<file path="config.mk">
export PLATFORM = sky130hd
export DESIGN_NAME = aq_ifu_ras_stack
export DESIGN_NICKNAME = d
export VERILOG_FILES = /design/src/rtl/aq_ifu_ras_stack_pkg.sv /design/src/rtl/aq_ifu_ras_pentry.sv /design/src/rtl/gated_clk_cell.sv /design/src/rtl/aq_ifu_ras_stack.sv
export SDC_FILE = /design/constraint.sdc
export NUM_CORES = 1
export LEC_CHECK = 0
export CORE_ASPECT_RATIO = 1.25
export CORE_MARGIN = 2
export CORE_UTILIZATION = 56
export CTS_BUF_LIST = sky130_fd_sc_hd__clkbuf_8
export DETAILED_ROUTE_END_ITERATION = 10
export PLACE_DENSITY = 0.79
export RECOVER_POWER = 25
export SETUP_SLACK_MARGIN = 0.05
export SYNTH_ARGS = -nofsm -noshare
export SYNTH_HDL_FRONTEND = slang
export SYNTH_SLANG_ARGS = --single-unit
</file>
<file path="constraint.sdc">
create_clock -name forever_cpuclk -period 2.9 [get_ports forever_cpuclk]
set_input_delay 0.435 -clock forever_cpuclk [delete_from_list [all_inputs] [get_ports forever_cpuclk]]
set_output_delay 0.435 -clock forever_cpuclk [all_outputs]
set_load 0.01 [all_outputs]
</file>
<file path="src/rtl/aq_ifu_ras_stack_pkg.sv">
// Shared IFU return-address-stack definitions: default sizing, pointer-width
// derivation and the decoded stack operation used by the top and its tests.
package aq_ifu_ras_stack_pkg;

    localparam int RAS_DEPTH_DEF = 8;
    localparam int RAS_PC_W_DEF  = 24;

    typedef enum logic [1:0] {
        RAS_OP_NONE,
        RAS_OP_PUSH,
        RAS_OP_POP,
        RAS_OP_REPL
    } ras_op_e;

    function automatic int ras_ptr_w(input int depth);
        return $clog2(depth);
    endfunction

    // A push+pop pair on a non-empty stack replaces the top in place; on an
    // empty stack the pop has nothing to remove, so only the push survives.
    function automatic ras_op_e ras_op_decode(input logic push,
                                              input logic pop,
                                              input logic nonempty);
        ras_op_e op;
        op = RAS_OP_NONE;
        if (push && pop && nonempty) op = RAS_OP_REPL;
        else if (push)               op = RAS_OP_PUSH;
        else if (pop && nonempty)    op = RAS_OP_POP;
        return op;
    endfunction

endpackage

</file>
<file path="src/rtl/aq_ifu_ras_pentry.sv">
// One return-address entry: its own clock gate plus a PC register that is
// written only on the cycle the stack selects this entry.
import aq_ifu_ras_stack_pkg::*;

module aq_ifu_ras_pentry #(
    parameter int PC_W = RAS_PC_W_DEF
) (
    input  logic            forever_cpuclk,
    input  logic            cpurst_b,
    input  logic            cp0_yy_clk_en,
    input  logic            cp0_ifu_icg_en,
    input  logic            pad_yy_icg_scan_en,
    input  logic            i_wen,
    input  logic [PC_W-1:0] i_wdata,
    output logic [PC_W-1:0] o_pc
);

    logic            w_entry_clk;
    logic [PC_W-1:0] r_pc;

    gated_clk_cell x_entry_gateclk (
        .clk_in             (forever_cpuclk),
        .global_en          (cp0_yy_clk_en),
        .module_en          (cp0_ifu_icg_en),
        .local_en           (i_wen),
        .external_en        (1'b0),
        .pad_yy_icg_scan_en (pad_yy_icg_scan_en),
        .clk_out            (w_entry_clk)
    );

    // NOTE: entries are reset so a prediction from a never-written slot is a
    // deterministic 0; the write enable stays in the register because the
    // gate can be forced open by module enable or scan.
    always_ff @(posedge w_entry_clk or negedge cpurst_b) begin
        if (!cpurst_b)  r_pc <= '0;
        else if (i_wen) r_pc <= i_wdata;
    end

    assign o_pc = r_pc;

endmodule

</file>
<file path="src/rtl/gated_clk_cell.sv">
// Behavioural integrated clock-gate: enable captured by a low-transparent
// latch so the gated clock never glitches; scan enable forces the clock on.
module gated_clk_cell (
    input  logic clk_in,
    input  logic global_en,
    input  logic module_en,
    input  logic local_en,
    input  logic external_en,
    input  logic pad_yy_icg_scan_en,
    output logic clk_out
);

    logic w_clk_en_bf_latch;
    logic r_clk_en;

    assign w_clk_en_bf_latch = (global_en && (module_en || local_en)) || external_en;

    // NOTE: this latch is intentional -- it holds the enable stable while the
    // clock is high; everywhere else combinational logic must not infer one.
    always_latch begin
        if (!clk_in) r_clk_en <= w_clk_en_bf_latch || pad_yy_icg_scan_en;
    end

    assign clk_out = clk_in & r_clk_en;

endmodule

</file>
<file path="src/rtl/aq_ifu_ras_stack.sv">
// Return address stack: speculative and committed pointer/count pairs over a
// circular array of gated entries; flush restores speculative from committed.
import aq_ifu_ras_stack_pkg::*;

module aq_ifu_ras_stack #(
    parameter int DEPTH = RAS_DEPTH_DEF,
    parameter int PC_W  = RAS_PC_W_DEF
) (
    input  logic            forever_cpuclk,
    input  logic            cpurst_b,
    input  logic            cp0_yy_clk_en,
    input  logic            cp0_ifu_icg_en,
    input  logic            pad_yy_icg_scan_en,
    input  logic            ras_push,
    input  logic [PC_W-1:0] ras_push_pc,
    input  logic            ras_pop,
    input  logic            ras_cmt_push,
    input  logic            ras_cmt_pop,
    input  logic            ras_flush,
    output logic [PC_W-1:0] ras_top_pc,
    output logic            ras_top_vld,
    output logic            ras_full
);

    localparam int PTR_W = ras_ptr_w(DEPTH);
    localparam int CNT_W = PTR_W + 1;
    localparam logic [CNT_W-1:0] CNT_FULL = CNT_W'(DEPTH);

    logic [PTR_W-1:0] r_spec_tp;
    logic [CNT_W-1:0] r_spec_cnt;
    logic [PTR_W-1:0] r_cmt_tp;
    logic [CNT_W-1:0] r_cmt_cnt;

    ras_op_e          w_spec_op;
    ras_op_e          w_cmt_op;
    logic [PTR_W-1:0] w_spec_tp_inc;
    logic [PTR_W-1:0] w_spec_tp_nxt;
    logic [CNT_W-1:0] w_spec_cnt_nxt;
    logic [PTR_W-1:0] w_cmt_tp_nxt;
    logic [CNT_W-1:0] w_cmt_cnt_nxt;
    logic [DEPTH-1:0] w_entry_wen;
    logic [PC_W-1:0]  w_entry_pc [DEPTH];

    // Pointer/count update shared by the speculative and committed views;
    // a push into a full stack wraps over the oldest entry and stays full.
    function automatic logic [PTR_W+CNT_W-1:0] ras_step(input ras_op_e          op,
                                                        input logic [PTR_W-1:0] tp,
                                                        input logic [CNT_W-1:0] cnt);
        logic [PTR_W-1:0] tp_n;
        logic [CNT_W-1:0] cnt_n;
        tp_n  = tp;
        cnt_n = cnt;
        case (op)
            RAS_OP_PUSH: begin
                tp_n  = tp + PTR_W'(1);
                cnt_n = (cnt == CNT_FULL) ? cnt : cnt + CNT_W'(1);
            end
            RAS_OP_POP: begin
                tp_n  = tp - PTR_W'(1);
                cnt_n = cnt - CNT_W'(1);
            end
            default: ;
        endcase
        return {tp_n, cnt_n};
    endfunction

    assign w_spec_op     = ras_op_decode(ras_push, ras_pop, r_spec_cnt != '0);
    assign w_cmt_op      = ras_op_decode(ras_cmt_push, ras_cmt_pop, r_cmt_cnt != '0);
    assign w_spec_tp_inc = r_spec_tp + PTR_W'(1);

    always_comb begin
        {w_cmt_tp_nxt, w_cmt_cnt_nxt} = ras_step(w_cmt_op, r_cmt_tp, r_cmt_cnt);
        if (ras_flush) begin
            w_spec_tp_nxt  = w_cmt_tp_nxt;
            w_spec_cnt_nxt = w_cmt_cnt_nxt;
        end else begin
            {w_spec_tp_nxt, w_spec_cnt_nxt} = ras_step(w_spec_op, r_spec_tp, r_spec_cnt);
        end
    end

    // Flush wins over the same-cycle speculative push, so no entry is written.
    always_comb begin
        w_entry_wen = '0;
        for (int i = 0; i < DEPTH; i++) begin
            w_entry_wen[i] = !ras_flush &&
                             (((w_spec_op == RAS_OP_PUSH) && (w_spec_tp_inc == PTR_W'(i))) ||
                              ((w_spec_op == RAS_OP_REPL) && (r_spec_tp     == PTR_W'(i))));
        end
    end

    // NOTE: state registers use non-blocking assignment so every register
    // samples pre-edge values regardless of process ordering.
    always_ff @(posedge forever_cpuclk or negedge cpurst_b) begin
        if (!cpurst_b) begin
            r_spec_tp  <= PTR_W'(DEPTH - 1);
            r_spec_cnt <= '0;
            r_cmt_tp   <= PTR_W'(DEPTH - 1);
            r_cmt_cnt  <= '0;
        end else begin
            r_spec_tp  <= w_spec_tp_nxt;
            r_spec_cnt <= w_spec_cnt_nxt;
            r_cmt_tp   <= w_cmt_tp_nxt;
            r_cmt_cnt  <= w_cmt_cnt_nxt;
        end
    end

    for (genvar g = 0; g < DEPTH; g++) begin : g_entry
        aq_ifu_ras_pentry #(
            .PC_W (PC_W)
        ) x_ras_pentry (
            .forever_cpuclk     (forever_cpuclk),
            .cpurst_b           (cpurst_b),
            .cp0_yy_clk_en      (cp0_yy_clk_en),
            .cp0_ifu_icg_en     (cp0_ifu_icg_en),
            .pad_yy_icg_scan_en (pad_yy_icg_scan_en),
            .i_wen              (w_entry_wen[g]),
            .i_wdata            (ras_push_pc),
            .o_pc               (w_entry_pc[g])
        );
    end

    assign ras_top_pc  = w_entry_pc[r_spec_tp];
    assign ras_top_vld = (r_spec_cnt != '0);
    assign ras_full    = (r_spec_cnt == CNT_FULL);

endmodule

</file>
Word level (Yosys, flattened, before mapping)
Index checks and enable logic that the tools add are counted.
W data, S select, Z words.

word-level totals
  flip-flop bits (word level) = 206
  latch bits = 8
  bits of input ports = 34
  output and inout bits = 26
  word-level logic and storage cells = 154

operators by class
  add/subtract/negate cells = 8
  $lt $le $gt $ge = 1
  equal/unequal tests = 22
  mux-type cells = 25
  bitwise logic cells = 9
  reductions and logical operators = 69

operator list
  cell                   number
  $bmux W24 S3           1
  $mux W24               2
  $logic_and A1 B1 Y1    38
  $eq A3 B3 Y1 const B   8
  $logic_or A1 B1 Y1     24
  $pmux W4 S2            2
  $eq A3 B2 Y1 const B   4
  $mux W2                6
  $mux W4                3
  $pmux W3 S2            2
  $add A4 B1 Y4 const B  2
  $and A1 B1 Y1          8
  $eq A4 B4 Y1 const B   2
  $mux W1                8
  $reduce_bool A4 Y1     2
  $sub A4 B1 Y4 const B  2
  $add A3 B1 Y3 const B  2
  $eq A2 B2 Y1 const B   3
  $eq A3 B1 Y1 const B   2
  $logic_not A3 Y1       2
  $sub A3 B1 Y3 const B  2
  $eq A2 B1 Y1 const B   2
  $ge A4 B4 Y1 const B   1
  $not A3 Y4             1
  other kinds (5)        5

Logic depth before layout (Yosys ltp)
Gate-level depths: netlist of the first run.

  word-level depth = 13
  mapped depth = 13
  gate-level depth less buffers = 12

Cells and area by module
From an unflattened synthesis of the first run, not the netlist that was laid out.

second synthesis, totals
  cell total of the unflattened synthesis = 745
  area total of the unflattened synthesis = 11,055.6 um2

by module, submodules not included
  module             instances  cells each  area each (um2)  sequential area each (um2)
  aq_ifu_ras_pentry  8          52          1,001.0          600.6
  aq_ifu_ras_stack   1          289         2,777.7          357.8
  gated_clk_cell     8          5           33.8             0.0

==> results_dict.tcl, run 1 <==
set metrics [dict create \
    maxCapViolCount 1 \
    crit_type "reg -> latch" \
    ant_nets 0 \
    rsz0062_at_grt "yes" \
    regToRegStartpoint "r_spec_tp[1]" \
    fp.dieH_um 157 \
    hold_end "g_entry[3].x_ras_pentry.o_pc[15]" \
    hold_viol_final 0 \
    yosys.cell_types.count 52 \
    grt-ovfl-total 0 \
    synth-edff-count 0 \
    r2r_cells 7 \
    min_path_cells 1 \
    drcViolationCount 0 \
    vias 6594 \
    core_area_um2 18200 \
    tightest_slew_ns 1.74 \
    power_density_nw_per_um2 945 \
    die_area_um2 19700 \
    drt_wl_total_um 26600 \
    num-fill-cells 1233 \
    grt_max_degree 69 \
    synth_area_um2 10400 \
    drive_above_1_share 0.349 \
    violations "capacitance limit, slew limit" \
    fin_worst_skew_ns 0.129 \
    crit_path_cell_trace "buf_4 > inv_1 > ha_4 > and3_1 > o21ai_4 > nand2b_1 > a21o_1" \
    initial_core_util 0.574 \
    ir_drop_mv 0.493 \
    io_buffers 59 \
    clk_latency_ns 0.71 \
    yosysWarningCount 0 \
    drt-pass1-iter-count 6 \
    ys_ff_latch 214 \
    grtUsageTotal 0.283 \
    fmax_mhz 348 \
    wl_per_cell_um 25.4 \
    min_from "g_entry[3].x_ras_pentry.o_pc[15]" \
    r2r-end "g_entry[4].x_ras_pentry.x_entry_gateclk.r_clk_en" \
    tns_ns 0 \
    cp-start-kind "flip-flop" \
    ios 60 \
    leakage_nw 5.72 \
    finalCriticalPeriod_ns 2.90 \
    regToRegSetupSlack_ns 0 \
    dieWidth_um 126 \
    antenna_cells 0 \
    max_slew_margin -0.163 \
    worstPathArrival_ns 2.58 \
    syn_to_final_growth_pct 17.6 \
    layout.nets 867 \
    syn_nets 772 \
    grt_pass1_wl_um 42700 \
    grt_pass1_vias 7511 \
    endpoint_kind "latch" \
    hpwl_um 15800 \
    setup_viol_count_final 0 \
    cts_tree "yes" \
    hold_path_class "reg -> reg" \
    synth_top_flop_cell "dfrtp_1" \
    critPathTopFamily "flip-flops" \
    cp_max_fo 20 \
    first_iter_violations 545 \
    maxSlewViolCount 69 \
    crit_required_ns 2.58 \
    globalplace.congestion 0.919 \
    async_flop_share 0.963 \
    max_stage_delay_ns 0.64 \
    cts.clk_slew.worst_paths_ns 0.09 \
    crit_buf_inv 2 \
    antenna_found_initial 0 \
    status "complete, but fails checks" \
    synthCells 723 \
    crit_slowest_cell "dfstp_2" \
    row_count 55 \
    fin_crit_sh 1.00 \
    via_per_inst 6.27 \
    power_mw 11.6 \
    syn_area_per_cell_um2 14.4 \
]
per-stage QoR:
stage          setup WS (ns)  instance area (um^2)  std cells  hold slack, ns   util
2_1_floorplan              0                 10400        723           0.139      -
6_report                   0                 12300       1051           0.491  0.675
3_5_place_dp               0                 11300        988           0.227  0.621
5_1_grt              -0.0299                 12300       1051           0.501  0.675
3_3_place_gp               0                 11300        988           0.229  0.621
4_1_cts             -0.00763                 12300       1051           0.292  0.674
synthesized netlist by cell type, drive strengths merged, types with 2 or more instances:
master	n	area share
o21ai	12	0.0068
mux2	196	0.24
and3	4	0.0024
nor3b	3	0.0036
nor2	8	0.0031
nand4	2	0.0012
xor2	3	0.0025
nand3	8	0.0038
dfrtp	200	0.48
o211ai	2	0.0014
nor3	2	0.00096
mux4	48	0.10
ha	15	0.018
xnor2	4	0.0034
dfstp	6	0.015
buf	31	0.022
clkbuf	16	0.0058
a211o	2	0.0017
nand2b	9	0.0054
o21a	2	0.0014
nand3b	2	0.0014
a21oi	6	0.0036
a211oi	3	0.0022
a21o	10	0.0072
mux2i	3	0.0029
inv	11	0.0040
dlxtn	8	0.012
and2	9	0.0054
nand2	83	0.030
placed cells by master, fill, tap and decap left out, drive strengths merged, types with 2 or more instances in the layout:
cell type | Yosys | final
dfrtp | 200 | 200
a21o | 10 | 10
mux4 | 48 | 48
nor3b | 3 | 3
clkdlybuf4s50 | 0 | 34
and2 | 9 | 9
dlxtn | 8 | 8
a211o | 2 | 2
and3 | 4 | 4
dfstp | 6 | 6
mux2 | 196 | 196
inv | 11 | 12
clkbuf | 16 | 38
nand2 | 83 | 83
a211oi | 3 | 3
buf | 31 | 70
mux2i | 3 | 3
xor2 | 3 | 3
o21a | 2 | 2
o211ai | 2 | 2
nor2 | 8 | 8
nand3 | 8 | 8
nand4 | 2 | 2
clkinv | 1 | 2
nor3 | 2 | 2
nand2b | 9 | 9
a21oi | 6 | 6
nand3b | 2 | 2
o21ai | 12 | 12
xnor2 | 4 | 4
ha | 15 | 15
bufinv | 0 | 2
power by group:
part           internal [mW]  total, mW  switching, mW  leakage (nW)
Sequential              3.02       3.68          0.658          2.58
Clock                  0.983       1.97          0.984         0.311
Combinational           3.28       5.94           2.66          2.83
worst max path at each step:
stage | slack (ns) | endpoint | cells after the start | start
2_1_floorplan | 0 | g_entry[4].x_ras_pentry.x_entry_gateclk.r_clk_en | 9 | r_spec_tp[1]
3_3_place_gp | 0 | g_entry[6].x_ras_pentry.x_entry_gateclk.r_clk_en | 7 | ras_pop
3_5_place_dp | 0 | g_entry[6].x_ras_pentry.x_entry_gateclk.r_clk_en | 7 | ras_pop
4_1_cts | -0.008 | ras_top_pc[1] | 7 | r_spec_tp[0]
5_1_grt | -0.03 | ras_top_pc[18] | 7 | r_spec_tp[0]
6_report | 0 | g_entry[4].x_ras_pentry.x_entry_gateclk.r_clk_en | 7 | r_spec_tp[1]
registers in the layout, summed over array words and instances (netlist names):
| register | cells |
|---|---|
| r_spec_tp | 3 |
| r_cmt_tp | 3 |
| r_spec_cnt | 4 |
| g_entry.x_ras_pentry.x_entry_gateclk.r_clk_en | 8 |
| r_cmt_cnt | 4 |
| g_entry.x_ras_pentry.o_pc | 192 |
metal layers:
layer,wire (um),share of wire,global-route usage
met2,13700,0.51,0.492
met5,0,0,0
met1,10700,0.40,0.350
met3,1330,0.050,0.0485
met4,943,0.035,0.124
layout make-up:
class	count	area, um^2	area share
Timing Repair Buffer	107	1110	0.0905
Sequential cell	214	5290	0.431
Clock buffer	36	495	0.0404
Tap cell	228	285	0.0233
Clock inverter	4	67.6	0.00551
Inverter	12	45.0	0.00367
Multi-Input combinational cell	450	4970	0.406
kinds of logic after synthesis:
| group | synth area share |
|---|---|
| adders and majority gates | 0.0180 |
| xor gates and xnor gates | 0.00588 |
| DFF | 0.495 |
| buffers and inverters | 0.0317 |
| latches | 0.0115 |
| muxes | 0.343 |
| and+or+nand+nor | 0.0601 |
| AOI/OAI and AO/OA | 0.0346 |
what timing repair did:
item / CTS / global route
pin swaps: 4 / 12
hold buffers: 1 / 0
endpoints found under the setup margin: 32 / 31
gates cloned: 6 / 0
buffers inserted: 16 / 1
endpoints found under the hold margin: 58 / 0
gates resized for setup: 133 / 24
Power figures use the tool's default switching activity.
==> run 2, diff against run 1 <==
--- a/config.mk
+++ b/config.mk
@@ -7,10 +7,10 @@
 export LEC_CHECK = 0
 export CORE_ASPECT_RATIO = 1.25
 export CORE_MARGIN = 2
-export CORE_UTILIZATION = 56
+export CORE_UTILIZATION = 65
 export CTS_BUF_LIST = sky130_fd_sc_hd__clkbuf_8
 export DETAILED_ROUTE_END_ITERATION = 10
-export PLACE_DENSITY = 0.79
+export PLACE_DENSITY = 0.86
 export RECOVER_POWER = 25
 export SETUP_SLACK_MARGIN = 0.05
 export SYNTH_ARGS = -nofsm -noshare
==> constraint.sdc (replaced) <==
create_clock -name forever_cpuclk -period 3.4 [get_ports forever_cpuclk]
set_input_delay 0.51 -clock forever_cpuclk [delete_from_list [all_inputs] [get_ports forever_cpuclk]]
set_output_delay 0.51 -clock forever_cpuclk [all_outputs]
set_load 0.01 [all_outputs]
==> run 2 against run 1 <==
- the flow now finishes without violations
- via count fell by 0.47%
- die area is 13% lower
- sequential power shrank 15%
- cell count decreased by 1.9%
- combinational power decreased by 20%
- flip-flop and latch count stayed put
- routed wire length shrank 3.0%
- total power is 16% lower
- cell area shrank 1.3%
- first-iteration DRC count increased by 4.4%
- clock power decreased by 6%
- critical endpoint is now g_entry[7].x_ras_pentry.x_entry_gateclk.r_clk_en
- largest cell class unchanged
==> results_dict.tcl, run 2 (synthesized netlist as in run 1, its figures left out) <==
set metrics [dict create \
    status "finished, final reports clean" \
    met1Wirelength_um 10200 \
    fp.dieH_um 146 \
    crit_buf_inv 1 \
    pre_cts_ws_ns 0 \
    ir_drop_mv 0.405 \
    final_common_cell "dfrtp_1" \
    io_buffers 59 \
    crit_type "reg -> latch" \
    leakage_nw 5.63 \
    maxCapViolCount 0 \
    cp-start-kind "flip-flop" \
    largest_reg_flops 192 \
    rsz0062_at_grt "yes" \
    fin_cells 1031 \
    clk_latency_ns 0.73 \
    holdWs_ns 0.404 \
    cpMostUsedCell "ha_4" \
    ant_nets 0 \
    vias 6563 \
    post_dp_cell_area_um2 11200 \
    grtUsageTotal 0.304 \
    critPathTopFamily "flip-flops" \
    num-fill-cells 881 \
    grt-ovfl-total 0 \
    endpoint_kind "latch" \
    cp_max_fo 6 \
    max_stage_delay_ns 0.72 \
    grt_max_degree 95 \
    drt-pass1-iter-count 5 \
    ios 60 \
    mostFrequentLayoutCells "dfrtp_1 (198), mux2_1 (110), nand2_1 (83)" \
    top_layer_used "met4" \
    met3_length_um 1380 \
    crit_slowest_cell "dfstp_4" \
    max_slew_margin 0.484 \
    row_count 51 \
    via_per_inst 6.37 \
    wl_per_cell_um 25.1 \
    hold_viol_final 0 \
    fin_worst_skew_ns 0.128 \
    worst_slack_ns 0 \
    antenna_cells 0 \
    dieWidth_um 117 \
    hpwl_um 14400 \
    tns_ns 0 \
    setup_viol_count_final 0 \
    antenna_found_initial 0 \
    worstPathArrival_ns 2.39 \
    grt_pass1_vias 7262 \
    drive_above_1_share 0.293 \
    power_density_nw_per_um2 805 \
    initial_core_util 0.667 \
    met2_length_um 13200 \
    syn_to_final_growth_pct 16.1 \
    crit_path_cell_trace "ha_4 > ha_4 > buf_6 > nand3b_1 > a21oi_2 > o21ai_0 > nand2b_1" \
    drt_wl_total_um 25800 \
    tightest_slew_ns 0.773 \
    globalplace.congestion 0.862 \
    die_area_um2 17100 \
    core_area_um2 15600 \
    cts.clk_slew.worst_paths_ns 0.14 \
    hold_path_class "in -> async" \
    final_area_um2 12100 \
    layout.nets 860 \
    numPlacedInstances 972 \
    grt_pass1_wl_um 40100 \
    maxSlewViolCount 0 \
    crit_required_ns 2.39 \
    drcViolationCount 0 \
    first_iter_violations 569 \
    cts_tree "yes" \
]
==> run 2: where the power goes <==
| group | switching, mW | internal, mW | total [mW] | leakage [nW] |
|---|---|---|---|---|
| clock | 0.905 | 0.945 | 1.85 | 0.345 |
| combinational | 2.09 | 2.68 | 4.77 | 2.70 |
| sequential | 0.549 | 2.58 | 3.13 | 2.58 |
| total | 3.55 | 6.21 | 9.75 | 5.63 |
==> run 2: per-layer routing <==
| layer | vias to the layer above | track usage |
|---|---|---|
| met5 | - | 0 |
| met4 | 0 | 0.143 |
| met3 | 91 | 0.0451 |
| met2 | 297 | 0.513 |
| met1 | 3408 | 0.391 |
| li1 | 2767 | - |
==> run 2: cell type report <==
| class | instances | area, um^2 | share of cell area |
|---|---|---|---|
| clock inverter | 4 | 93.8 | 0.00775 |
| clock buffer | 39 | 537 | 0.0443 |
| sequential | 214 | 5290 | 0.437 |
| inverter | 12 | 45.0 | 0.00372 |
| multi-input combinational | 450 | 4880 | 0.403 |
| timing repair buffer | 100 | 996 | 0.0823 |
| tap | 212 | 265 | 0.0219 |
==> run 2: stage by stage <==
stage / power, mW / util
after floorplan: 6.27 / -
after global placement: 7.47 / 0.718
final: 9.75 / 0.774
after detailed placement: 7.70 / 0.718
after CTS: 9.48 / 0.765
after global routing: 10.2 / 0.774
==> run 2: worst paths after layout <==
kind,start,end,slack (ns),cells past startpoint
worst max register to register,r_spec_tp[0],g_entry[7].x_ras_pentry.x_entry_gateclk.r_clk_en,0,7
min in group gated,g_entry[0].x_ras_pentry.x_entry_gateclk.r_clk_en,clock gate,0.67,0
worst max-delay path,r_spec_tp[0],g_entry[7].x_ras_pentry.x_entry_gateclk.r_clk_en,0,7
worst min register to register,g_entry[3].x_ras_pentry.o_pc[23],g_entry[3].x_ras_pentry.o_pc[23],0.50,1
worst min-delay path,cpurst_b,g_entry[4].x_ras_pentry.o_pc[7],0.40,2
max in group gated,g_entry[2].x_ras_pentry.x_entry_gateclk.r_clk_en,clock gate,0.82,0
max in group asynchronous,cpurst_b,r_spec_tp[2],1.99,3
min in group forever_cpuclk,g_entry[3].x_ras_pentry.o_pc[23],g_entry[3].x_ras_pentry.o_pc[23],0.50,1
==> run 2: repair_timing <==
item / in CTS / in global routing
pin swaps: 2 / 5
setup buffers: 4 / 9
hold buffers: 1 / 0
cloned: 0 / 2
resized for setup: 12 / 11
endpoints found under the setup margin: 30 / 29
hold endpoints to repair: 80 / 0
==> run 3, diff against run 2 <==
--- a/config.mk
+++ b/config.mk
@@ -7,12 +7,12 @@
 export LEC_CHECK = 0
 export CORE_ASPECT_RATIO = 1.25
 export CORE_MARGIN = 2
-export CORE_UTILIZATION = 65
+export CORE_UTILIZATION = 33
 export CTS_BUF_LIST = sky130_fd_sc_hd__clkbuf_8
 export DETAILED_ROUTE_END_ITERATION = 10
-export PLACE_DENSITY = 0.86
 export RECOVER_POWER = 25
 export SETUP_SLACK_MARGIN = 0.05
+export SLEW_MARGIN = 20
 export SYNTH_ARGS = -nofsm -noshare
 export SYNTH_HDL_FRONTEND = slang
 export SYNTH_SLANG_ARGS = --single-unit
==> run 3 against run 2 <==
- the flow now finishes with violations (capacitance limit, slew limit)
- clock power is 5% lower
- die area is 93% higher
- setup slack stayed put
- critical path depth stayed put
- worst hold slack better by 0.090 ns
- combinational power hardly changed
- clock skew is 0.023 ns lower
- largest power group unchanged
- highest routed layer unchanged
==> results_dict.tcl, run 3 (synthesized netlist as in run 1, its figures left out) <==
set metrics [dict create \
    status "complete, but fails checks" \
    violations "capacitance limit, slew limit" \
    ant_nets 0 \
    tns_ns 0 \
    setup_viol_count_final 0 \
    endpoint_kind "latch" \
    max_stage_delay_ns 0.74 \
    first_iter_violations 372 \
    io_buffers 59 \
    cts_tree "yes" \
    numPlacedInstances 1165 \
    critPathTopFamily "flip-flops" \
    crit_required_ns 2.36 \
    fin_cells 1225 \
    maxCapViolCount 1 \
    grt-ovfl-total 0 \
    final_util 0.399 \
    crit_buf_inv 1 \
    cp-start-kind "flip-flop" \
    ir_drop_mv 0.319 \
    regArea_um2 5290 \
    grt_pass1_wl_um 40900 \
    power_mw 9.63 \
    holdWs_ns 0.495 \
    largest_reg_flops 192 \
    initial_core_util 0.336 \
    multiInputGateArea_um2 4920 \
    hold_path_class "reg -> reg" \
    post_dp_cell_area_um2 11500 \
    vias 6183 \
    drt_wl_total_um 26000 \
    leakage_nw 5.70 \
    ios 60 \
    layout.nets 861 \
    cpMostUsedCell "ha_4" \
    fp.dieH_um 203 \
    syn_to_final_growth_pct 18.8 \
    rsz0062_at_grt "yes" \
    clk_latency_ns 0.70 \
    mostFrequentLayoutCells "dfrtp_1 (197), mux2_1 (110), nand2_1 (83)" \
    pre_cts_ws_ns 0 \
    wl_per_cell_um 21.2 \
    tightest_slew_ns 2.11 \
    grtUsageTotal 0.161 \
    crit_slowest_cell "dfstp_4" \
    row_count 72 \
    final_area_um2 12400 \
    die_area_um2 33100 \
    num-fill-cells 2885 \
    hpwl_um 15600 \
    crit_path_cell_trace "ha_4 > ha_4 > buf_6 > nor3b_4 > o21ai_4 > nand2b_1 > a21o_1" \
    cts.clk_slew.worst_paths_ns 0.11 \
    power_density_nw_per_um2 777 \
    worstPathArrival_ns 2.36 \
    fin_worst_skew_ns 0.105 \
    antenna_found_initial 0 \
    hold_viol_final 0 \
    worst_slack_ns 0 \
    grt_max_degree 82 \
    final_common_cell "dfrtp_1" \
    crit_type "reg -> latch" \
    cp_max_fo 8 \
    antenna_cells 0 \
    core_area_um2 31100 \
    grt_pass1_vias 6760 \
    drt-pass1-iter-count 4 \
    drive_above_1_share 0.297 \
    regToRegSetupSlack_ns 0 \
    max_slew_margin -0.405 \
    drcViolationCount 0 \
    globalplace.congestion 0.785 \
    dieWidth_um 163 \
    maxSlewViolCount 82 \
    via_per_inst 5.05 \
]
[run 3: cell types whose count changed in the layout (fill, tap and decap cells not counted), moves of 3 or more]
cell	change
clkdlybuf4s50_1	-6
dlymetal6s2s_1	+5
bufbuf_16	+3
clkbuf_8	-3
[run 3: cell type report]
| type | instances | share of cell area |
|---|---|---|
| Tap cell | 407 | 0.0411 |
| Inverter | 12 | 0.00363 |
| Clock inverter | 4 | 0.00757 |
| Sequential cell | 214 | 0.427 |
| Multi-Input combinational cell | 450 | 0.397 |
| Clock buffer | 37 | 0.0411 |
| Timing Repair Buffer | 101 | 0.0829 |
[run 3: report_power, final]
part	switching (mW)	total, mW	internal, mW
sequential	0.518	3.10	2.58
clock	0.847	1.76	0.912
combinational	2.06	4.77	2.72
[run 3: routing by layer]
layer  vias to the layer above  part of all wire  GRT usage
met5                         -                 0          0
met4                         0             0.013     0.0386
met3                        24             0.030     0.0245
met2                       101              0.51      0.276
met1                      3296              0.45      0.215
li1                       2762                 -          -
[run 3: timing repair]
action / CTS / global route
resized for setup: 14 / 17
endpoints found under the setup margin: 31 / 22
buffers inserted: 5 / 9
gates cloned: 3 / 1
pin swaps: 1 / 11
hold buffers: 1 / 0
hold endpoints to repair: 71 / 0
[run 3: worst paths after layout]
check,start,end,cells past startpoint
hold reg to reg,g_entry[3].x_ras_pentry.o_pc[3],g_entry[3].x_ras_pentry.o_pc[3],1
setup / recovery,r_spec_tp[0],g_entry[4].x_ras_pentry.x_entry_gateclk.r_clk_en,7
max in group gated,g_entry[7].x_ras_pentry.x_entry_gateclk.r_clk_en,clock gate,0
max in group asynchronous,cpurst_b,g_entry[1].x_ras_pentry.o_pc[16],3
min in group gated,g_entry[1].x_ras_pentry.x_entry_gateclk.r_clk_en,clock gate,0
setup reg to reg,r_spec_tp[0],g_entry[4].x_ras_pentry.x_entry_gateclk.r_clk_en,7
min in group asynchronous,cpurst_b,g_entry[7].x_ras_pentry.o_pc[7],2
hold / removal,g_entry[3].x_ras_pentry.o_pc[3],g_entry[3].x_ras_pentry.o_pc[3],1
